==> src/rtl/cam_reg_pkg.sv <==
// rtl/cam_reg_pkg.sv - shared constants and types for the camera register readback path
package cam_reg_pkg;

  localparam logic [7:0] INSTR_SHUTTER_CAM0 = 8'h0C;
  localparam logic [7:0] INSTR_SHUTTER_CAM1 = 8'h0D;
  localparam logic [7:0] INSTR_WINDOW_CAM0  = 8'h0E;
  localparam logic [7:0] INSTR_WINDOW_CAM1  = 8'h0F;
  localparam logic [7:0] INSTR_SINGLE_READ  = 8'h10;

  localparam logic [7:0] SENS_REG_01 = 8'h01;
  localparam logic [7:0] SENS_REG_02 = 8'h02;
  localparam logic [7:0] SENS_REG_03 = 8'h03;
  localparam logic [7:0] SENS_REG_04 = 8'h04;
  localparam logic [7:0] SENS_REG_05 = 8'h05;
  localparam logic [7:0] SENS_REG_06 = 8'h06;
  localparam logic [7:0] SENS_REG_08 = 8'h08;
  localparam logic [7:0] SENS_REG_09 = 8'h09;
  localparam logic [7:0] SENS_REG_0C = 8'h0C;
  localparam logic [7:0] SENS_REG_22 = 8'h22;
  localparam logic [7:0] SENS_REG_23 = 8'h23;

  localparam int unsigned SHUTTER_LEN = 7;
  localparam int unsigned WINDOW_LEN  = 4;
  localparam int unsigned SINGLE_LEN  = 1;
  localparam int unsigned IDX_W       = 3;

  typedef enum logic [2:0] {
    ST_IDLE,
    ST_ADDR,
    ST_RD_HI,
    ST_RD_LO,
    ST_EMIT
  } rd_state_e;

  typedef enum logic [1:0] {
    GRP_SHUTTER,
    GRP_WINDOW,
    GRP_SINGLE
  } rd_group_e;

endpackage

==> src/rtl/cam_read_sequence_rom.sv <==
// rtl/cam_read_sequence_rom.sv - maps (group, index) to a sensor register address and last flag
module cam_read_sequence_rom
  import cam_reg_pkg::*;
(
  input  rd_group_e        group,
  input  logic [IDX_W-1:0] idx,
  input  logic [7:0]       single_addr,
  output logic [7:0]       sensor_addr,
  output logic             last
);

  always_comb begin
    sensor_addr = 8'h00;
    last        = 1'b0;
    case (group)
      GRP_SHUTTER: begin
        case (idx)
          3'd0:    sensor_addr = SENS_REG_08;
          3'd1:    sensor_addr = SENS_REG_09;
          3'd2:    sensor_addr = SENS_REG_0C;
          3'd3:    sensor_addr = SENS_REG_22;
          3'd4:    sensor_addr = SENS_REG_23;
          3'd5:    sensor_addr = SENS_REG_05;
          default: sensor_addr = SENS_REG_06;
        endcase
        last = (idx >= IDX_W'(SHUTTER_LEN - 1));
      end
      GRP_WINDOW: begin
        case (idx)
          3'd0:    sensor_addr = SENS_REG_01;
          3'd1:    sensor_addr = SENS_REG_02;
          3'd2:    sensor_addr = SENS_REG_03;
          default: sensor_addr = SENS_REG_04;
        endcase
        last = (idx >= IDX_W'(WINDOW_LEN - 1));
      end
      default: begin
        sensor_addr = single_addr;
        last        = (idx >= IDX_W'(SINGLE_LEN - 1));
      end
    endcase
  end

endmodule

==> src/rtl/cam_read_register_table.sv <==
// rtl/cam_read_register_table.sv - sequences sensor register reads over I2C and emits 16-bit words
// Optional read-back timeout abort enabled by defining CAM_RD_TIMEOUT_EN.
module cam_read_register_table
  import cam_reg_pkg::*;
#(
  parameter int unsigned TIMEOUT_CYCLES = 4096
) (
  input  logic        sysClk,
  input  logic        reset,
  input  logic [7:0]  reg_addr,
  input  logic [63:0] reg_data,
  input  logic        intr_valid_input,
  input  logic        ready_for_next_byte,
  input  logic [7:0]  rx_byte,
  input  logic        rx_byte_valid,
  output logic [7:0]  cam_i2c_byte_out,
  output logic        cam_i2c_output_valid,
  output logic        cam_i2c_rd_req,
  output logic        cam_id,
  output logic [7:0]  rb_sensor_addr,
  output logic [15:0] rb_data,
  output logic        rb_valid,
  output logic        done,
  output logic        error,
  output logic        busy
);

  rd_state_e        state_q, state_d;
  rd_group_e        group_q, group_d;
  logic [IDX_W-1:0] idx_q, idx_d;
  logic             cam_id_q, cam_id_d;
  logic [7:0]       single_addr_q, single_addr_d;
  logic [7:0]       hi_q, hi_d;
  logic [7:0]       rb_sensor_addr_q, rb_sensor_addr_d;
  logic [15:0]      rb_data_q, rb_data_d;
  logic             rb_valid_q, rb_valid_d;
  logic             done_q, done_d;
  logic             intr_q, intr_d;
  logic             trigger;
  logic [7:0]       seq_addr;
  logic             seq_last;
  logic             unused_reg_data;

  assign unused_reg_data = ^reg_data[63:9];

`ifdef CAM_RD_TIMEOUT_EN
  localparam int unsigned CNT_W = $clog2(TIMEOUT_CYCLES + 1);
  logic [CNT_W-1:0] to_cnt_q, to_cnt_d;
  logic             error_q, error_d;
  assign error = error_q;
`else
  localparam int unsigned unused_timeout_cycles = TIMEOUT_CYCLES;
  assign error = 1'b0;
`endif

  cam_read_sequence_rom u_rom (
    .group       (group_q),
    .idx         (idx_q),
    .single_addr (single_addr_q),
    .sensor_addr (seq_addr),
    .last        (seq_last)
  );

  assign trigger = intr_valid_input & ~intr_q;

  always_comb begin
    state_d          = state_q;
    group_d          = group_q;
    idx_d            = idx_q;
    cam_id_d         = cam_id_q;
    single_addr_d    = single_addr_q;
    hi_d             = hi_q;
    rb_sensor_addr_d = rb_sensor_addr_q;
    rb_data_d        = rb_data_q;
    rb_valid_d       = 1'b0;
    done_d           = 1'b0;
    intr_d           = intr_valid_input;
    case (state_q)
      ST_IDLE: begin
        if (trigger) begin
          idx_d = '0;
          case (reg_addr)
            INSTR_SHUTTER_CAM0, INSTR_SHUTTER_CAM1: begin
              group_d  = GRP_SHUTTER;
              cam_id_d = reg_addr[0];
              state_d  = ST_ADDR;
            end
            INSTR_WINDOW_CAM0, INSTR_WINDOW_CAM1: begin
              group_d  = GRP_WINDOW;
              cam_id_d = reg_addr[0];
              state_d  = ST_ADDR;
            end
            INSTR_SINGLE_READ: begin
              group_d       = GRP_SINGLE;
              single_addr_d = reg_data[7:0];
              cam_id_d      = reg_data[8];
              state_d       = ST_ADDR;
            end
            default: ;
          endcase
        end
      end
      ST_ADDR: if (ready_for_next_byte) state_d = ST_RD_HI;
      ST_RD_HI: begin
        if (rx_byte_valid) begin
          hi_d    = rx_byte;
          state_d = ST_RD_LO;
        end
      end
      ST_RD_LO: begin
        // Word outputs are registered here so they appear exactly while in EMIT.
        if (rx_byte_valid) begin
          rb_valid_d       = 1'b1;
          rb_data_d        = {hi_q, rx_byte};
          rb_sensor_addr_d = seq_addr;
          done_d           = seq_last;
          state_d          = ST_EMIT;
        end
      end
      ST_EMIT: begin
        if (seq_last) begin
          state_d = ST_IDLE;
        end else begin
          idx_d   = idx_q + 1'b1;
          state_d = ST_ADDR;
        end
      end
      default: state_d = ST_IDLE;
    endcase
`ifdef CAM_RD_TIMEOUT_EN
    error_d  = 1'b0;
    to_cnt_d = '0;
    if ((state_q == ST_RD_HI || state_q == ST_RD_LO) && state_d == state_q) begin
      if (to_cnt_q == CNT_W'(TIMEOUT_CYCLES - 1)) begin
        state_d = ST_IDLE;
        done_d  = 1'b1;
        error_d = 1'b1;
      end else begin
        to_cnt_d = to_cnt_q + 1'b1;
      end
    end
`endif
  end

  always_ff @(posedge sysClk) begin
    if (reset) begin
      state_q          <= ST_IDLE;
      group_q          <= GRP_SHUTTER;
      idx_q            <= '0;
      cam_id_q         <= 1'b0;
      single_addr_q    <= 8'h00;
      hi_q             <= 8'h00;
      rb_sensor_addr_q <= 8'h00;
      rb_data_q        <= 16'h0000;
      rb_valid_q       <= 1'b0;
      done_q           <= 1'b0;
      intr_q           <= 1'b0;
`ifdef CAM_RD_TIMEOUT_EN
      to_cnt_q         <= '0;
      error_q          <= 1'b0;
`endif
    end else begin
      state_q          <= state_d;
      group_q          <= group_d;
      idx_q            <= idx_d;
      cam_id_q         <= cam_id_d;
      single_addr_q    <= single_addr_d;
      hi_q             <= hi_d;
      rb_sensor_addr_q <= rb_sensor_addr_d;
      rb_data_q        <= rb_data_d;
      rb_valid_q       <= rb_valid_d;
      done_q           <= done_d;
      intr_q           <= intr_d;
`ifdef CAM_RD_TIMEOUT_EN
      to_cnt_q         <= to_cnt_d;
      error_q          <= error_d;
`endif
    end
  end

  assign cam_i2c_output_valid = (state_q == ST_ADDR);
  assign cam_i2c_byte_out     = (state_q == ST_ADDR) ? seq_addr : 8'h00;
  assign cam_i2c_rd_req       = (state_q == ST_ADDR) || (state_q == ST_RD_HI) || (state_q == ST_RD_LO);
  assign busy                 = (state_q != ST_IDLE);
  assign cam_id               = cam_id_q;
  assign rb_sensor_addr       = rb_sensor_addr_q;
  assign rb_data              = rb_data_q;
  assign rb_valid             = rb_valid_q;
  assign done                 = done_q;

endmodule

==> config.mk <==
export PLATFORM = sky130hd
export DESIGN_NAME = cam_read_register_table
export DESIGN_NICKNAME = d
export VERILOG_FILES = /design/src/rtl/cam_reg_pkg.sv /design/src/rtl/cam_read_sequence_rom.sv /design/src/rtl/cam_read_register_table.sv
export SDC_FILE = /design/constraint.sdc
export NUM_CORES = 1
export LEC_CHECK = 0
export CAP_MARGIN = 15
export CORE_ASPECT_RATIO = 1.5
export CORE_MARGIN = 2
export CORE_UTILIZATION = 39
export DETAILED_ROUTE_END_ITERATION = 10
export GPL_TIMING_DRIVEN = 0
export PLACE_DENSITY = 0.84
export SLEW_MARGIN = 20
export SYNTH_ARGS = -nofsm -noshare
export SYNTH_HDL_FRONTEND = slang
export SYNTH_SLANG_ARGS = --single-unit
==> constraint.sdc <==
create_clock -name sysClk -period 2.3 [get_ports sysClk]
set_input_delay 0.345 -clock sysClk [delete_from_list [all_inputs] [get_ports sysClk]]
set_output_delay 0.345 -clock sysClk [all_outputs]
set_load 0.01 [all_outputs]
==> results.yml <==
outcome:
  result_of_the_run: "finished with violations"
  failing_checks: "negative setup slack"
global_route:
  global_route_wire_length_before_repair_microns: 9360
  overall_global_routing_usage: 0.178
  maximum_number_of_pins_on_one_net_before_global_route_repair: 17
  number_of_global_route_vias_before_repair: 2070
  total_congestion_overflow: 0
  grt_antenna_before_repair: 0
cts:
  clock_path_buffers: 2
  cts_tree: "yes"
  worst_setup_hold_path_clk_slew_ps: 100
  cts_inserted_buffers: 5
  h-tree-depth: 2
  postCtsHoldBufs: 0
  cts_num_sinks: 52
  clock-root-buffer: "sky130_fd_sc_hd__clkbuf_8"
  clk-insertion-delay-late_ps: 310
floorplan:
  fp_rows: 34
  die_h_microns: 99.5
  core_area_sq_um: 5830
  floorplan.die_area_sq_um: 6740
  start_util: 0.407
  top_level_ports: 124
  floorplan.die.width_microns: 67.7
critical_path:
  criticalPathCategory: "reg2out"
  r2r_end: "idx_q[0]$_SDFFE_PP0P_"
  worst_ep_arrival_time_ps: 1960
  start_kind: "flop"
  rr_worst_depth: 6
  reg2reg_from: "idx_q[0]$_SDFFE_PP0P_"
  reg2reg_slack_ps: 440
  crit_path_max_fanout: 5
  critical_path.endpoint_type: "primary output"
  cp.required_ps: 1960
timing:
  setup_repair_after_global_routing_missed_its_margin: "yes"
  timing.max_slew.rel_slack: 0.665
  tightestPinTransition_ps: 502
  final_min_period_over_clock_period: 1.00
  fin_worst_skew_ps: 8.80
  finalMaxSlewViolations: 0
  timing.final.ws_setup_ps: -7.41
  fmax_mhz: 433
  timing.final.hold_violations: 0
  setup_viol_count_final: 1
  finalWorstPathRequiredPeriod_ps: 2310
hold_path:
  worst_hold_startpoint: "reset"
  holdPathEnd: "group_q[0]$_SDFFE_PP0P_"
  hold_path_class: "in2reg"
  worst_hold_path.num_cells: 3
logic_synthesis:
  synthAdderAreaFrac: 0.0264
  number_of_synthesized_flops_with_an_enable_pin: 0
  synth-compound-area-share: 0.198
  postSynthCellCount: 287
  synth.mux.area_fraction: 0.00843
  post_synth_num_cell_types: 48
  synth_top_family_by_area: "simple AND/OR/NAND/NOR gates"
  asyncSetResetFlopFracSynth: 0
  synth_top_flop_cell: "sky130_fd_sc_hd__dfxtp_1"
  ys_ff_latch: 52
  mappedNetlistNets: 377
  synth_area_in_xor_xnor: 0.00369
  netlist.top_cell.by_area: "sky130_fd_sc_hd__dfxtp_1"
  ys_warn_count: 0
  syn_area_sq_um: 2370
  post_synth_and_or_nand_nor_area_fraction: 0.239
  synth_top_area_frac: 0.439
  synth_top_cells_by_area: "sky130_fd_sc_hd__dfxtp_1, sky130_fd_sc_hd__a21oi_1, sky130_fd_sc_hd__nand2_1"
  synth_seq_area_share: 0.439
  syn_avg_cell_area_sq_um: 8.27
layout:
  most_frequent_cells_in_the_layout: "sky130_fd_sc_hd__nand2_1, sky130_fd_sc_hd__clkdlybuf4s50_1, sky130_fd_sc_hd__dfxtp_1, sky130_fd_sc_hd__a21oi_1"
  fraction_of_final_layout_cells_with_drive_strength_greater_than_1: 0.147
  final_net_count: 456
  area.growth.synth_to_final_pct: 41.8
  antenna_cells_inserted: 0
  leading_cell_type_in_the_layout_fill_and_taps_excluded: "sky130_fd_sc_hd__nand2_1"
route:
  post_drt_via_cell_ratio: 5.17
  dr_total_vias: 2269
  drc: 0
  total_wirelength_microns: 6000
  first_pass_iters: 4
  final_antenna_net_count: 0
  initialDrtViolationCount: 116
  drt-wirelength-per-cell_microns: 13.7
place:
  placement.setup.worst_slack_ps: -316
  place.gp.congestion: 0.930
  io_buffers: 66
  hpwlAfterDp_microns: 4220
power:
  p_per_area_nw_per_um2: 486
  power.ir.vdd_worst_v: 0.000328
  power.leakage_nw: 1.20
  total_power_after_layout_mw: 1.64
run:
  drv.max_cap_violation_count: 0
[area by class of cell]
type                       instances  area, sq um
fill                             511         2460
clock buffer                       5         68.8
timing repair buffer              72          694
buffer                            22          178
sequential                        52         1050
clock inverter                     3         42.5
multi-input combinational        206         1210
inverter                           7         30.0
tap                               72         90.1
[worst max-delay path: stages (launching register included)]
cell and delay, ps:
sky130_fd_sc_hd__dfxtp_4 380, sky130_fd_sc_hd__buf_4 150, sky130_fd_sc_hd__buf_4 150, sky130_fd_sc_hd__mux2i_1 110, sky130_fd_sc_hd__o221ai_1 260, sky130_fd_sc_hd__o21ai_0 180, sky130_fd_sc_hd__nor2_1 160, sky130_fd_sc_hd__clkdlybuf4s15_1 260
[cells in the mapped netlist, types with 5 or more instances]
cell type / instances
sky130_fd_sc_hd__a21oi_1: 45
sky130_fd_sc_hd__and3_1: 7
sky130_fd_sc_hd__clkbuf_1: 5
sky130_fd_sc_hd__dfxtp_1: 52
sky130_fd_sc_hd__nand3_1: 15
sky130_fd_sc_hd__ha_1: 5
sky130_fd_sc_hd__o21ai_0: 11
sky130_fd_sc_hd__inv_1: 7
sky130_fd_sc_hd__nand2b_1: 5
sky130_fd_sc_hd__buf_6: 6
sky130_fd_sc_hd__nand2_1: 58
sky130_fd_sc_hd__nor2_1: 15
[routing by layer]
layer | vias up | part of all wire | GRT usage
li1 | 1148 | - | -
met3 | 10 | 0.054 | 0.0204
met4 | 0 | 0.020 | 0.0691
met1 | 1030 | 0.40 | 0.210
met5 | - | 0 | 0
met2 | 81 | 0.52 | 0.317
[worst max-delay path by stage]
stage,from,end,cells after the start
floorplan,idx_q[0]$_SDFFE_PP0P_,cam_i2c_byte_out[2],6
global placement,idx_q[0]$_SDFFE_PP0P_,cam_i2c_byte_out[5],7
detailed placement,idx_q[0]$_SDFFE_PP0P_,cam_i2c_byte_out[5],7
CTS,idx_q[1]$_SDFFE_PP0P_,cam_i2c_byte_out[2],7
global route,idx_q[0]$_SDFFE_PP0P_,cam_i2c_byte_out[1],7
finish,idx_q[0]$_SDFFE_PP0P_,cam_i2c_byte_out[1],7
[through the flow]
stage | instance area (sq um) | std cells | setup TNS, ps | hold WS, ps | utilization
global placement | 3120 | 425 | -533 | 437 | 0.536
finish | 3370 | 439 | -7.41 | 328 | 0.578
detailed placement | 3120 | 425 | -571 | 445 | 0.536
floorplan | 2370 | 287 | 0 | 432 | -
global route | 3370 | 439 | -174 | 338 | 0.578
CTS | 3260 | 434 | 0 | 331 | 0.559
[registers in the layout, summed over array words and instances (netlist names)]
register	cells
cam_id	1
done	1
group_q	2
rb_valid	1
rb_data	16
intr_q	1
hi_q	8
state_q	3
idx_q	3
single_addr_q	8
rb_sensor_addr	8
[repair_timing]
| action | in CTS | in global routing |
|---|---|---|
| setup buffers | 1 | 5 |
| gates resized for setup | 22 | 18 |
| setup endpoints to repair | 9 | 3 |
| pin swaps | 1 | 1 |
[report_power, final]
group          internal [mW]  switching [mW]
combinational         0.0646          0.0483
sequential             0.899        0.000847
clock                  0.322           0.302
[cell families (layout without fill, tap and decap cells)]
logic type	count (synthesis)	after routing
compound gates	79	79
xor+xnor	1	1
fa+ha+maj	5	5
buf+inv	29	109
flops	52	52
mux	2	2
other cells	1	1
simple gates	118	118
Note: power is estimated with default switching activity, not from simulation.
